$ cat config.mk
export PLATFORM = sky130hd
export DESIGN_NAME = dsmc_dram_writer
export DESIGN_NICKNAME = d
export VERILOG_FILES = /design/src/rtl/dsmc_dram_writer.sv
export SDC_FILE = /design/constraint.sdc
export NUM_CORES = 1
export LEC_CHECK = 0
export CORE_UTILIZATION = 50
export CTS_CLUSTER_SIZE = 10
export DETAILED_ROUTE_END_ITERATION = 16
export PLACE_DENSITY = 0.8
export SETUP_SLACK_MARGIN = 0.15
export SYNTH_ARGS = -nofsm -noshare
export SYNTH_HDL_FRONTEND = slang
export SYNTH_SLANG_ARGS = --single-unit
$ cat constraint.sdc
create_clock -name wr_clk -period 3.7 [get_ports wr_clk]
set_input_delay 0.925 -clock wr_clk [delete_from_list [all_inputs] [get_ports wr_clk]]
set_output_delay 0.925 -clock wr_clk [all_outputs]
set_load 0.01 [all_outputs]
$ cat src/rtl/dsmc_dram_writer.sv
// dsmc_dram_writer: packs 16-bit ADC sample pairs into RAM words and fills
// ping-pong halves of the DSMC buffer RAM, flagging each full half to the host.
module dsmc_dram_writer #(
    parameter int unsigned WR_ADDR_WIDTH = 14,
    parameter int unsigned WR_DATA_WIDTH = 32,
    parameter int unsigned SAMPLE_WIDTH  = 16
) (
    input  logic                     wr_clk,
    input  logic                     wr_rst,
    input  logic                     enable,
    input  logic                     s_valid,
    input  logic [SAMPLE_WIDTH-1:0]  s_data,
    output logic                     s_ready,
    output logic [WR_ADDR_WIDTH-1:0] wr_addr,
    output logic [WR_DATA_WIDTH-1:0] wr_data,
    output logic                     wr_en,
    output logic [1:0]               buf_ready,
    output logic                     buf_done,
    input  logic [1:0]               buf_ack,
    output logic                     overflow,
    input  logic                     overflow_clr
);

    localparam int unsigned IDX_W = WR_ADDR_WIDTH - 1;

    localparam logic [1:0] ST_IDLE = 2'd0;
    localparam logic [1:0] ST_FILL = 2'd1;
    localparam logic [1:0] ST_WAIT = 2'd2;

    logic [1:0]               state_q, state_d;
    logic                     half_q, half_d;
    logic [IDX_W-1:0]         idx_q, idx_d;
    logic                     phase_q, phase_d;
    logic [SAMPLE_WIDTH-1:0]  low_q, low_d;

    logic                     wr_en_d;
    logic [WR_ADDR_WIDTH-1:0] wr_addr_d;
    logic [WR_DATA_WIDTH-1:0] wr_data_d;
    logic [1:0]               buf_ready_d;
    logic                     buf_done_d;
    logic                     overflow_d;

    logic                     accept;
    logic                     word_wr;
    logic                     last_word;
    logic [1:0]               set_vec;

    // Samples are only taken while filling
    assign s_ready = (state_q == ST_FILL);

    // Next-state, packing, flag and write-port logic
    always_comb begin
        state_d     = state_q;
        half_d      = half_q;
        idx_d       = idx_q;
        phase_d     = phase_q;
        low_d       = low_q;
        wr_en_d     = 1'b0;
        wr_addr_d   = wr_addr;
        wr_data_d   = wr_data;
        buf_done_d  = 1'b0;
        overflow_d  = overflow;
        set_vec     = 2'b00;

        accept    = s_ready && s_valid;
        word_wr   = accept && phase_q;
        last_word = word_wr && (idx_q == '1);

        if (last_word) begin
            set_vec = half_q ? 2'b10 : 2'b01;
        end
        // Set wins over a same-cycle ack of the same bit
        buf_ready_d = (buf_ready & ~buf_ack) | set_vec;

        if (accept) begin
            if (!phase_q) begin
                low_d   = s_data;
                phase_d = 1'b1;
            end else begin
                wr_en_d   = 1'b1;
                wr_addr_d = {half_q, idx_q};
                wr_data_d = WR_DATA_WIDTH'({s_data, low_q});
                phase_d   = 1'b0;
                idx_d     = idx_q + IDX_W'(1);
            end
        end

        if (last_word) begin
            half_d     = ~half_q;
            buf_done_d = 1'b1;
        end

        // A sample offered while stalled is lost; set beats clear
        if ((state_q == ST_WAIT) && s_valid) begin
            overflow_d = 1'b1;
        end else if (overflow_clr) begin
            overflow_d = 1'b0;
        end

        case (state_q)
            ST_IDLE: begin
                idx_d   = '0;
                phase_d = 1'b0;
                if (enable) begin
                    state_d = ST_FILL;
                end
            end
            ST_FILL: begin
                if (!enable) begin
                    state_d = ST_IDLE;
                end else if (last_word && buf_ready_d[half_d]) begin
                    state_d = ST_WAIT;
                end
            end
            ST_WAIT: begin
                if (!enable) begin
                    state_d = ST_IDLE;
                end else if (!buf_ready[half_q]) begin
                    state_d = ST_FILL;
                end
            end
            default: state_d = ST_IDLE;
        endcase
    end

    // State and registered outputs
    always_ff @(posedge wr_clk) begin
        if (wr_rst) begin
            state_q   <= ST_IDLE;
            half_q    <= 1'b0;
            idx_q     <= '0;
            phase_q   <= 1'b0;
            low_q     <= '0;
            wr_en     <= 1'b0;
            wr_addr   <= '0;
            wr_data   <= '0;
            buf_ready <= 2'b00;
            buf_done  <= 1'b0;
            overflow  <= 1'b0;
        end else begin
            state_q   <= state_d;
            half_q    <= half_d;
            idx_q     <= idx_d;
            phase_q   <= phase_d;
            low_q     <= low_d;
            wr_en     <= wr_en_d;
            wr_addr   <= wr_addr_d;
            wr_data   <= wr_data_d;
            buf_ready <= buf_ready_d;
            buf_done  <= buf_done_d;
            overflow  <= overflow_d;
        end
    end

endmodule

==> out/qor.csv, run 1 <==
metric;value;unit
outcome;complete, no violations;
crit path DAT;2.90;ns
worst-path cell chain;clkdlybuf4s50_1, nand4b_4, nor4_4, ha_1, a211o_1, a31oi_1, o21ba_1;
worst flop-to-flop path startpoint;idx_q[3];
DIE AREA;6680;um^2
Starting Density;0.527;
num ports;75;
Lkg Pwr;1.41;nW
share of the synthesized area in the top cell type;0.529;
Initial DRT Pass Iterations;4;
RR Endpoint;state_q[0];
FF+latch count, synth;84;
CP max stage delay;0.60;ns
first-pass GRT wire length;11.0;mm
PwrDens;434;nW/um^2
slowest CP cell;clkdlybuf4s50_1;
H-tree depth;3;
Max Buffers Root-to-Sink;2;
clk sinks;84;
nets;470;
most frequent cells in the layout;nand2_1 (132), dfxtp_1 (84), clkdlybuf4s50_1 (73);
I/O Buffers;74;
CP top delay family;buffers and inverters;
total track usage;0.218;
Max Freq;382;MHz
vias in the first global route;2446;
skew final;0.00699;ns
count of final setup violators;0;
post_cts resized;0;
CTS Hold Bufs;0;
synthesized net count;406;
Mean Syn Cell Area;8.36;um^2
core box area;6030;um^2
Syn Std Cell Area;3180;um^2
initial antenna violation count;0;
CP startpoint;s_valid;
reg2reg setup slack;1.59;ns
largest net degree at the start of global routing;70;
DRC viols;0;
later-pin clock latency in the skew report;0.34;ns
final worst path period need;2.62;ns
share of layout cells above drive strength 1;0.0670;
die height;81.7;um
Die X;81.7;um
data required time at the worst endpoint;3.98;ns
Netlist cell types;34;
post-route cell area;4170;um^2
antenna-violating nets left;0;
max-cap violations;0;
met3 Resource Use GR;0.0478;
Hold Violations, Final;0;
Min-Delay Path Class;reg2reg;
critical path capture point type;flop;
critical path class;in2reg;
Cell Area, Placed;3910;um^2
RSZ-0062 raised after global routing;false;
final slew viol count;0;
vias after detailed routing;2676;
CTS tree;yes;
Worst Hold Path Cells;2;
Num CTS Buffers;9;
CP bufs+invs;1;
Worst-Margin Slew;1.13;ns
Post-CTS Setup Bufs;0;
final WL;6.76;mm
crit path max fanout;6;
Final Cycle Share;0.707;
post-synthesis sequential area ratio;0.529;
maximum VDD drop;0.353;mV
# fillers;491;
gp weighted congestion;0.797;
met2 GRT Util;0.348;
Crit path depth;7;
GRT busiest layer;met2;
remaining global-route overflow;0;
area grow syn2layout;31.4;%
YS warnings;0;
FP Rows;28;
Worst Setup Start Kind;primary input;
wire per inst;12.9;um
crit path to;state_q[0];
vias per cell;5.12;
CTS Root Cell;clkbuf_8;
Setup TNS Final;0;ns
Synth area leaders;dfxtp_1 (53%), nand2_1 (16%), a21oi_1 (11%);
Initial DRC Count;160;
DP HPWL;4.31;mm
Clock transition at path regs;0.08;ns
met1 GRT Util;0.280;
slew margin rel.;0.248;
Cells after Synth;380;
largest area contributor in the netlist;dfxtp_1;
leading cell type in the layout, fill and taps excluded;nand2_1;
antenna cells;0;
worst r2r path cells;6;
[worst min path at each step]
stage | start | endpoint
after floorplan | low_q[0] | wr_data[0]
after global placement | low_q[7] | wr_data[7]
after detailed placement | low_q[0] | wr_data[0]
after CTS | low_q[11] | wr_data[11]
after global routing | low_q[8] | wr_data[8]
final | low_q[6] | wr_data[6]
[power by group]
group / internal [mW] / switching, mW
sequential: 0.910 / 0.00411
clock: 0.515 / 0.321
combinational: 0.0296 / 0.0312
total: 1.45 / 0.356
[per-stage QoR]
step	hold slack [ns]	utilization	total power, mW	instances	worst slack, ns
2_1_floorplan	0.432	-	0.962	380	1.49
3_3_place_gp	0.437	0.649	0.995	508	0.822
3_5_place_dp	0.441	0.649	0.995	508	0.752
4_1_cts	0.457	0.692	1.83	523	1.11
5_1_grt	0.468	0.692	1.87	523	0.980
6_report	0.452	0.692	1.81	523	1.08
[tightest hold or removal path: stages, from the launching register on]
cell and delay [ns]:
dfxtp_1 0.32, nand2_1 0.05, a21oi_1 0.05
[registers in the layout, summed over array words and instances, names as in the netlist]
register / cells
buf_done: 1
buf_ready: 2
wr_addr: 14
wr_data: 32
overflow: 1
half_q: 1
low_q: 16
idx_q: 13
wr_en: 1
phase_q: 1
state_q: 2
[synth_stat cells]
library cell and instances:
nor2b_4 1, inv_1 4, xnor2_1 9, nor2_1 14, nand4_1 4, or3_1 1, nand4_4 1, buf_4 4
nor4_2 4, nor2b_1 1, o21ai_0 1, nand4b_4 1, buf_6 1, o21ba_1 1, nor3_1 3, nor4_1 1
and3b_1 1, nand2b_1 3, clkbuf_2 1, clkbuf_1 13, nand3b_1 3, mux2_2 1, nor4_4 1, nand2_1 132
and4b_1 1, ha_1 3, dfxtp_1 84, a31oi_1 1, nand3_1 5, buf_2 6, a21oi_1 70, a211o_1 1
xor2_1 2, o21bai_1 1
[cells by family after synthesis]
kind of cell / Yosys count / share of synthesized area
flip-flops: 84 / 0.529
adder cells (fa/ha/maj): 3 / 0.0118
multiplexers: 1 / 0.00354
AO/OA/AOI/OAI: 75 / 0.122
XOR/XNOR: 11 / 0.0303
buffers and inverters: 29 / 0.0441
AND/OR/NAND/NOR: 177 / 0.259
[routing by layer]
layer  up-vias  share of wire
li1       1372              -
met1      1221           0.46
met2        77           0.48
met3         6          0.042
met4         0          0.013
met5         -              0
[final cells by class]
type,instances,area [um^2],area share
flip-flops and latches,84,1680,0.403
multi-input cells,267,1360,0.325
repair buffers,78,766,0.184
clock inverters,6,136,0.0327
clock buffers,9,124,0.0297
well taps,75,93.8,0.0225
inverters,4,15.0,0.00360
(Power assumes the default switching activity.)
==> run 2, diff against run 1 <==
Settings changed: CORE_UTILIZATION 50 to 44, PLACE_DENSITY 0.8 to 0.75.
Clock period 3.7 ns to 2.2 ns, I/O delays scaled along.
==> run 2 against run 1 <==
Net effect: clock power up 33%; register-to-register slack worse by 1.3 ns; sequential share of layout area down 0.59 points; wire length up 3.2%; critical path type is now reg2reg; combinational power up 76%; design area up 1.6%.
==> out/qor.csv, run 2 (synthesis gave the netlist of run 1 again) <==
metric;value;unit
outcome;complete, no violations;
worst flop-to-flop path startpoint;idx_q[8];
wire length on met3;449;um
most frequent cells in the layout;nand2_1 (132), dfxtp_1 (82), clkdlybuf4s50_1 (71);
FP Rows;30;
Most flops, register;wr_data;
CTS Root Cell;clkbuf_8;
total track usage;0.190;
CTS Hold Bufs;0;
vias after detailed routing;2775;
post-layout util;0.617;
leading cell type in the layout, fill and taps excluded;nand2_1;
core box area;6870;um^2
cell total after placement;542;
worst r2r path cells;6;
first-pass GRT wire length;11.3;mm
crit path max fanout;5;
area grow syn2layout;33.5;%
worst hold path startpoint;low_q[10];
initial antenna violation count;0;
Worst Hold Path Cells;2;
H-tree depth;3;
maximum VDD drop;0.427;mV
slew margin rel.;0.669;
Min-Delay Path Class;reg2reg;
critical path capture point type;flop;
clk sinks;84;
Largest register FFs;32;
Worst Setup Start Kind;flop;
num ports;75;
fin cells;559;
antenna cells;0;
vias per cell;4.96;
Die X;87.0;um
RR Endpoint;state_q[0];
skew final;0.00705;ns
Lkg Pwr;1.46;nW
RSZ-0062 raised after global routing;false;
Total Power;2.76;mW
Num CTS Buffers;9;
DIE AREA;7560;um^2
Initial DRT Pass Iterations;4;
I/O Buffers;74;
count of final setup violators;0;
share of layout cells above drive strength 1;0.102;
data required time at the worst endpoint;2.49;ns
gp weighted congestion;0.728;
Initial DRC Count;141;
Max Used Layer;met4;
largest net degree at the start of global routing;52;
antenna-violating nets left;0;
Clock transition at path regs;0.09;ns
DP HPWL;4.61;mm
die height;87.0;um
final worst path period need;1.95;ns
critical path class;reg2reg;
vias in the first global route;2484;
worst hold margin;0.451;ns
# fillers;607;
later-pin clock latency in the skew report;0.36;ns
met2 WL post-DR;3.29;mm
DRC viols;0;
Worst-Margin Slew;0.497;ns
WL met1;3.15;mm
worst hold endpoint;wr_data[10];
nets;484;
reg2reg setup slack;0.25;ns
Starting Density;0.462;
registers with the most flip-flops;wr_data: 32 flops, low_q: 16 flops, wr_addr: 14 flops;
max-cap violations;0;
final WL;6.97;mm
PwrDens;650;nW/um^2
Hold Violations, Final;0;
Max Freq;513;MHz
wire per inst;12.5;um
final slew viol count;0;
CTS tree;yes;
Max Buffers Root-to-Sink;2;
setup slack after placement;-0.220;ns
crit path DAT;2.24;ns
post-route worst setup slack;0.250;ns
remaining global-route overflow;0;
Final Cycle Share;0.886;
==> run 2: cell types whose count changed in the layout (fill, tap and decap cells not counted) <==
cell | before | now
dlygate4sd2_1 | 0 | 2
clkinv_2 | 0 | 2
clkdlybuf4s50_1 | 73 | 71
inv_6 | 1 | 3
bufinv_16 | 4 | 1
buf_4 | 4 | 18
dfxtp_1 | 84 | 82
dfxtp_2 | 0 | 2
==> run 2: how the worst max path moves through the flow <==
stage             start    endpoint
2_1_floorplan  idx_q[4]  state_q[0]
3_3_place_gp    s_valid  state_q[0]
3_5_place_dp    s_valid  state_q[0]
4_1_cts        idx_q[7]  state_q[0]
5_1_grt        idx_q[8]  state_q[0]
6_report       idx_q[8]  state_q[0]
==> run 2: repair_timing <==
action | CTS | global route
buffers inserted | 0 | 1
gates cloned | 0 | 0
endpoints found under the setup margin | 2 | 1
pin swaps | 1 | 1
resized for setup | 3 | 1
==> run 2: final cells by class <==
class / count / area (um^2) / share of cell area
clock buffers: 9 / 124 / 0.0292
clock inverters: 7 / 73.8 / 0.0174
inverters: 4 / 15.0 / 0.00354
well taps: 96 / 120 / 0.0283
multi-input cells: 267 / 1360 / 0.320
flip-flops and latches: 84 / 1680 / 0.397
repair buffers: 92 / 868 / 0.205
==> run 2: per-layer routing <==
metal / vias up / track usage
met5: - / 0
met4: 0 / 0.0848
met3: 9 / 0.0607
met2: 77 / 0.292
met1: 1292 / 0.245
li1: 1397 / -
==> run 2: report_power, final <==
part           internal, mW  total [mW]  leakage (nW)  switching, mW
combinational        0.0537       0.107         0.680         0.0537
clock                 0.533        1.11         0.100          0.581
sequential             1.53        1.54         0.678        0.00711
total                  2.12        2.76          1.46          0.641
==> run 2: critical path, stage by stage (launching register included) <==
cell     delay [ns]
dfxtp_1        0.42
nand4_1        0.24
nor4_4         0.34
ha_1           0.30
a211o_1        0.27
a31oi_1        0.18
o21ba_1        0.14
==> run 2: per-stage QoR <==
step | setup TNS (ns) | instance area, um^2
CTS | 0 | 4230
finish | 0 | 4240
floorplan | 0 | 3180
global placement | -0.189 | 4040
global route | 0 | 4240
detailed placement | -0.421 | 4040
